==> src/rtl/spi_master_xw.sv <==
// spi_master_xw: bus-mapped SPI master with runtime CPOL/CPHA, 8..32-bit
// transfers sized from wstrb, and NUM_CS software-driven chip selects.
// Optional feature macro: SPI_LSB_FIRST_EN (adds LSB-first shifting, ctrl bit 10).
module spi_master_xw #(
    parameter int unsigned NUM_CS    = 1,
    parameter int unsigned MAX_BYTES = 4,
    parameter int unsigned DIV_W     = 16
) (
    input  logic              clk,
    input  logic              resetn,
    input  logic              ctrl,
    input  logic              valid,
    output logic              ready,
    input  logic [31:0]       wdata,
    input  logic [3:0]        wstrb,
    output logic [31:0]       rdata,
    input  logic [DIV_W-1:0]  div,
    output logic [NUM_CS-1:0] cen,
    output logic              sclk,
    output logic              mosi,
    input  logic              miso
);

    localparam logic [1:0] MAX_IDX = 2'(MAX_BYTES - 1);

    typedef enum logic [1:0] {IDLE, XFER, FIN, DONE} state_t;

    state_t              state_q;
    logic                ready_q;
    logic [31:0]         rdata_q;
    logic [NUM_CS-1:0]   cen_q;
    logic [NUM_CS-1:0]   cs_en_q;
    logic                sclk_q;
    logic                mosi_q;
    logic                cpol_q;
    logic                cpha_q;
    logic [31:0]         sh_q;
    logic [31:0]         rx_q;
    logic [5:0]          nbits_q;
    logic [DIV_W-1:0]    h_q;
    logic [DIV_W-1:0]    hcnt_q;
    logic [6:0]          edge_q;

    logic                lsb;
`ifdef SPI_LSB_FIRST_EN
    logic                lsb_q;
    assign lsb = lsb_q;
`else
    assign lsb = 1'b0;
`endif

    logic [1:0]          lane_hi;
    logic [5:0]          nbits_d;
    logic [31:0]         mask_d;
    logic [31:0]         sh_d;
    logic                load_bit_d;
    logic [31:0]         load_sh_d;
    logic                tx_bit_d;
    logic [31:0]         tx_next_d;
    logic [31:0]         rx_next_d;
    logic [DIV_W-1:0]    h_d;
    logic                toggle_d;
    logic                sample_d;
    logic                last_edge_d;
    logic [31:0]         ctrl_rd;

    // Transfer sizing and shifter preload from the incoming access.
    always_comb begin
        lane_hi = 2'd0;
        if (wstrb[3])      lane_hi = 2'd3;
        else if (wstrb[2]) lane_hi = 2'd2;
        else if (wstrb[1]) lane_hi = 2'd1;
        if (lane_hi > MAX_IDX) lane_hi = MAX_IDX;
        nbits_d    = {1'b0, lane_hi, 3'b000} + 6'd8;
        mask_d     = 32'hFFFF_FFFF >> (6'd32 - nbits_d);
        sh_d       = lsb ? (wdata & mask_d) : (wdata << (6'd32 - nbits_d));
        load_bit_d = lsb ? sh_d[0] : sh_d[31];
        load_sh_d  = lsb ? (sh_d >> 1) : (sh_d << 1);
        h_d        = (div == '0) ? DIV_W'(1) : div;
    end

    // Per-edge shift/sample values and half-period bookkeeping during XFER.
    always_comb begin
        tx_bit_d    = lsb ? sh_q[0] : sh_q[31];
        tx_next_d   = lsb ? (sh_q >> 1) : (sh_q << 1);
        rx_next_d   = lsb ? ((rx_q >> 1) | (32'(miso) << (nbits_q - 6'd1)))
                          : {rx_q[30:0], miso};
        toggle_d    = (hcnt_q == h_q - DIV_W'(1));
        // Sampling happens on leading edges in CPHA=0, trailing edges in CPHA=1.
        sample_d    = (sclk_q == cpol_q) ^ cpha_q;
        last_edge_d = (edge_q == {nbits_q, 1'b0} - 7'd1);
    end

    // Control/status read image.
    always_comb begin
        ctrl_rd             = '0;
        ctrl_rd[NUM_CS-1:0] = cs_en_q;
        ctrl_rd[8]          = cpol_q;
        ctrl_rd[9]          = cpha_q;
        ctrl_rd[10]         = lsb;
        ctrl_rd[31]         = (state_q != IDLE);
    end

    // Main FSM with registered bus and SPI outputs.
    always_ff @(posedge clk or negedge resetn) begin
        if (!resetn) begin
            state_q <= IDLE;
            ready_q <= 1'b0;
            rdata_q <= '0;
            cen_q   <= '1;
            cs_en_q <= '0;
            sclk_q  <= 1'b0;
            mosi_q  <= 1'b0;
            cpol_q  <= 1'b0;
            cpha_q  <= 1'b0;
            sh_q    <= '0;
            rx_q    <= '0;
            nbits_q <= 6'd8;
            h_q     <= DIV_W'(1);
            hcnt_q  <= '0;
            edge_q  <= '0;
`ifdef SPI_LSB_FIRST_EN
            lsb_q   <= 1'b0;
`endif
        end else begin
            case (state_q)
                IDLE: begin
                    sclk_q <= cpol_q;
                    if (valid) begin
                        if (!ctrl) begin
                            rdata_q <= ctrl_rd;
                            if (wstrb[0]) begin
                                cs_en_q <= wdata[NUM_CS-1:0];
                                cen_q   <= ~wdata[NUM_CS-1:0];
                            end
                            if (wstrb[1]) begin
                                cpol_q <= wdata[8];
                                cpha_q <= wdata[9];
`ifdef SPI_LSB_FIRST_EN
                                lsb_q  <= wdata[10];
`endif
                            end
                            ready_q <= 1'b1;
                            state_q <= DONE;
                        end else if (wstrb == 4'b0000) begin
                            rdata_q <= rx_q;
                            ready_q <= 1'b1;
                            state_q <= DONE;
                        end else begin
                            nbits_q <= nbits_d;
                            h_q     <= h_d;
                            hcnt_q  <= '0;
                            edge_q  <= '0;
                            rx_q    <= '0;
                            // CPHA=0 needs the first bit on mosi before the first edge.
                            if (!cpha_q) begin
                                mosi_q <= load_bit_d;
                                sh_q   <= load_sh_d;
                            end else begin
                                sh_q   <= sh_d;
                            end
                            state_q <= XFER;
                        end
                    end
                end
                XFER: begin
                    if (toggle_d) begin
                        hcnt_q <= '0;
                        sclk_q <= ~sclk_q;
                        edge_q <= edge_q + 7'd1;
                        if (sample_d) begin
                            rx_q <= rx_next_d;
                        end else begin
                            mosi_q <= tx_bit_d;
                            sh_q   <= tx_next_d;
                        end
                        if (last_edge_d) state_q <= FIN;
                    end else begin
                        hcnt_q <= hcnt_q + DIV_W'(1);
                    end
                end
                FIN: begin
                    rdata_q <= rx_q;
                    ready_q <= 1'b1;
                    state_q <= DONE;
                end
                DONE: begin
                    ready_q <= 1'b0;
                    sclk_q  <= cpol_q;
                    state_q <= IDLE;
                end
                default: state_q <= IDLE;
            endcase
        end
    end

    assign ready = ready_q;
    assign rdata = rdata_q;
    assign cen   = cen_q;
    assign sclk  = sclk_q;
    assign mosi  = mosi_q;

endmodule

==> config.mk <==
export PLATFORM = sky130hd
export DESIGN_NAME = spi_master_xw
export DESIGN_NICKNAME = d
export VERILOG_FILES = /design/src/rtl/spi_master_xw.sv
export SDC_FILE = /design/constraint.sdc
export NUM_CORES = 1
export LEC_CHECK = 0
export ABC_AREA = 1
export BUFFER_PORTS_ARGS = -buffer_cell sky130_fd_sc_hd__buf_4
export CORE_ASPECT_RATIO = 1.2
export CORE_UTILIZATION = 40
export CTS_CLUSTER_SIZE = 12
export DETAILED_ROUTE_END_ITERATION = 8
export HOLD_SLACK_MARGIN = 0.15
export PLACE_DENSITY = 0.6
export RECOVER_POWER = 25
export SYNTH_ARGS = -nofsm -noshare
export SYNTH_HDL_FRONTEND = slang
export SYNTH_SLANG_ARGS = --single-unit
==> constraint.sdc <==
create_clock -name clk -period 7.5 [get_ports clk]
set_clock_uncertainty 0.15 [all_clocks]
set_input_delay 0.375 -clock clk [delete_from_list [all_inputs] [get_ports clk]]
set_output_delay 0.375 -clock clk [all_outputs]
set_load 0.005 [all_outputs]
==> reports/metrics.cfg <==
[outcome]
outcome = finished clean

[cts]
cts_setup_buffers = 0
cts_tree = done
path_clk_slew_ns = 0.06
insertion_delay_ns = 0.43
clockRootBuffer = clkbuf_16
cts_buffer_depth = 2
cts.sink_count = 147
cts_buffers = 17
htreeDepth = 4

[critical_path]
r2r_start = h_q[0]
cp.arrival_ns = 3.62
crit_path_start_kind = flop
cp-end-kind = flop
critPathSlowestCell = nand2_1
critPathKind = flop to flop
critPathMaxStageDelay_ns = 0.79
cpMostUsedCell = nand2_1
worstPathMaxFanout = 32
crit_chain = inv_2 > ha_1 > nand2_1 > nor2_1 > nand2_1 > nand2_1 > nand3_1 > nand2_1 > nor2_1 > nand3_1 > nor2_2 > nor2_2 > nor2_4 > nand2_1 > nand2_1 > nand2_1
startpoint = h_q[0]
worstPathRequired_ns = 7.65

[layout]
fillers = 1977
fin_area_sq_mm = 0.009681
multi_input_area_sq_mm = 0.003850
nets = 1224
layout.area.seq_sq_mm = 0.003682
drive_gt1_share_pct = 13.76
final_cell_mix = 427 x nand2_1, 144 x dfrtp_1, 94 x o21ai_0
mostFrequentLayoutCell = nand2_1
synthToLayoutAreaGrowth_pct = 20.07
stdcell_count = 1431
num_antenna_cells = 0

[synthesis]
ys.warnings.count = 0
synth-adder-area-share_pct = 1.552
synth_xor_xnor_area_share_pct = 3.585
synthMuxAreaShare_pct = 0
seq_area_frac_synth_pct = 45.67
synth_top_area_share_pct = 44.69
mappedNetlistNets = 1139
synth_top_family_by_area = simple AND/OR/NAND/NOR gates
synthSimpleGateAreaFrac_pct = 31.32
synth_compound_area_share_pct = 11.10
ys_ff_latch = 147
synth_area_sq_mm = 0.008063
synth_top_cell_by_area = dfrtp_1
synth_cells = 1072
syn_area_per_cell_sq_um = 7.521
synthDistinctLibCells = 43
yosys-top-cells-area = dfrtp_1 45%, nand2_1 20%, o21ai_0 5.8%, nand3_1 4.3%, nor2_1 3.5%

[grt]
grt_pass1_wl_um = 33420
antenna_found_initial = 0
grt.total_usage_pct = 20.17
grt_max_degree = 104
grt_pass1_vias = 6891
overflow = 0

[timing]
worst_pin_slew_ns = 1.181
fmax_mhz = 288.8
min_period_ns = 3.463
setup_viol = 0
timing.final.max_slew_violations = 0
max-slew-margin-rel_pct = 21.05
grt_setup_unrepaired = false
period_share_pct = 46.18
hold_ws_ns = 0.1756
hold_viol = 0
finalSetupTns_ns = 0

[placed_design]
port_buffers = 92
placed_area_sq_mm = 0.008853
dp_cells = 1379
gp_congestion = 0.8368
hpwl_um = 13350

[die]
core_sq_mm = 0.01962
ios = 93
die_x_um = 131.6
die_area_sq_mm = 0.02073
core.rowCount = 56
initial_core_util_pct = 41.10
fp.dieH_um = 157.5

[route]
wirelength_um = 19820
drc = 0
viasPerCell = 4.998
ant_nets = 0
drtIter0Drc = 425
firstDrtPassIters = 5
vias = 7152
wl_per_cell_um = 13.85

[job]
maxCapViolCount = 0

[power_and_ir_drop]
leakage_nw = 4.711
totalPowerFinal_w = 0.003328
vdd_drop_max_mv = 0.2332
power_density_mw_per_mm2 = 343.8

[hold_path]
hp-start = wdata[9]
hold_path.class = input pin to flop

worst max-delay path, delay by kind of cell, from the launching register on:
kind                     cells  cell delay (ns)
buffers and inverters        1             0.06
AND/OR/NAND/NOR             14             2.36
flip-flops                   1             0.54
adder cells (fa/ha/maj)      1             0.23
power breakdown:
part | total (W) | leakage [nW] | switching, W | internal (W)
clock network | 0.000910 | 0.311 | 0.000335 | 0.000576
logic | 0.00130 | 2.44 | 0.000878 | 0.000419
registers | 0.00112 | 1.96 | 0.000147 | 0.000974
total | 0.00333 | 4.71 | 0.00136 | 0.00197
flip-flops by register name, indices dropped and copies added (netlist names), 2 cells and up:
| register | count |
|---|---|
| rdata | 32 |
| rx_q | 32 |
| h_q | 16 |
| edge_q | 7 |
| hcnt_q | 16 |
| sh_q | 32 |
| state_q | 2 |
| nbits_q | 3 |
cell usage after synthesis, drive strengths merged:
cell type  instances
o21a               1
or2                3
a31oi              6
nand3             71
nor3               4
o211ai             2
nand3b             5
a41oi              1
nand4              3
o21ai             96
dfstp              3
and2               1
buf               20
o31ai              2
xor2              24
nand2            431
xnor2              9
a221oi             3
nor2              89
inv               62
clkinv             2
dfrtp            144
a211oi             1
o21bai             1
o221ai            20
clkbuf            34
nor4               6
o22ai              1
a21oi             17
ha                10
worst paths after layout:
path | endpoint | slack [ns] | depth (start not counted)
setup / recovery | sh_q[18] | 4.04 | 16
hold / removal | cpha_q | 0.18 | 3
setup reg to reg | sh_q[18] | 4.04 | 16
hold reg to reg | rx_q[31] | 0.31 | 2
max in group asynchronous | sh_q[7] | 5.54 | 3
min in group asynchronous | rdata[20] | 0.50 | 2
layout make-up:
class	instances	area share [%]
repair buffers	120	9.784
flip-flops and latches	147	38.04
inverters	64	2.482
clock inverters	12	1.835
well taps	261	3.373
multi-input cells	807	39.77
clock buffers	20	4.718
cell families (layout without fill, tap and decap cells):
family / count (synthesis) / after routing
flops: 147 / 147
simple gates: 613 / 613
buf+inv: 118 / 216
compound gates: 151 / 151
xor+xnor: 33 / 33
fa+ha+maj: 10 / 10
metal layers:
| layer | routed length [um] | vias to the layer above | track usage (%) |
|---|---|---|---|
| met5 | 0 | - | 0 |
| met4 | 350 | 0 | 7.641 |
| met3 | 741 | 28 | 3.607 |
| met2 | 9572 | 169 | 33.69 |
| met1 | 9155 | 3331 | 26.09 |
| li1 | - | 3624 | - |
repair_timing:
item | 4_1_cts | 5_1_grt
hold endpoints to repair | 119 | 0
hold buffers | 20 | 0
gates resized for setup | 0 | 0
through the flow:
stage | utilization (%) | setup WS [ns]
5_1_grt | 49.34 | 3.737
3_3_place_gp | 45.13 | 4.139
4_1_cts | 49.38 | 4.049
6_report | 49.34 | 4.037
2_1_floorplan | - | 5.131
3_5_place_dp | 45.13 | 4.070
Note: power is estimated with default switching activity, not from simulation.
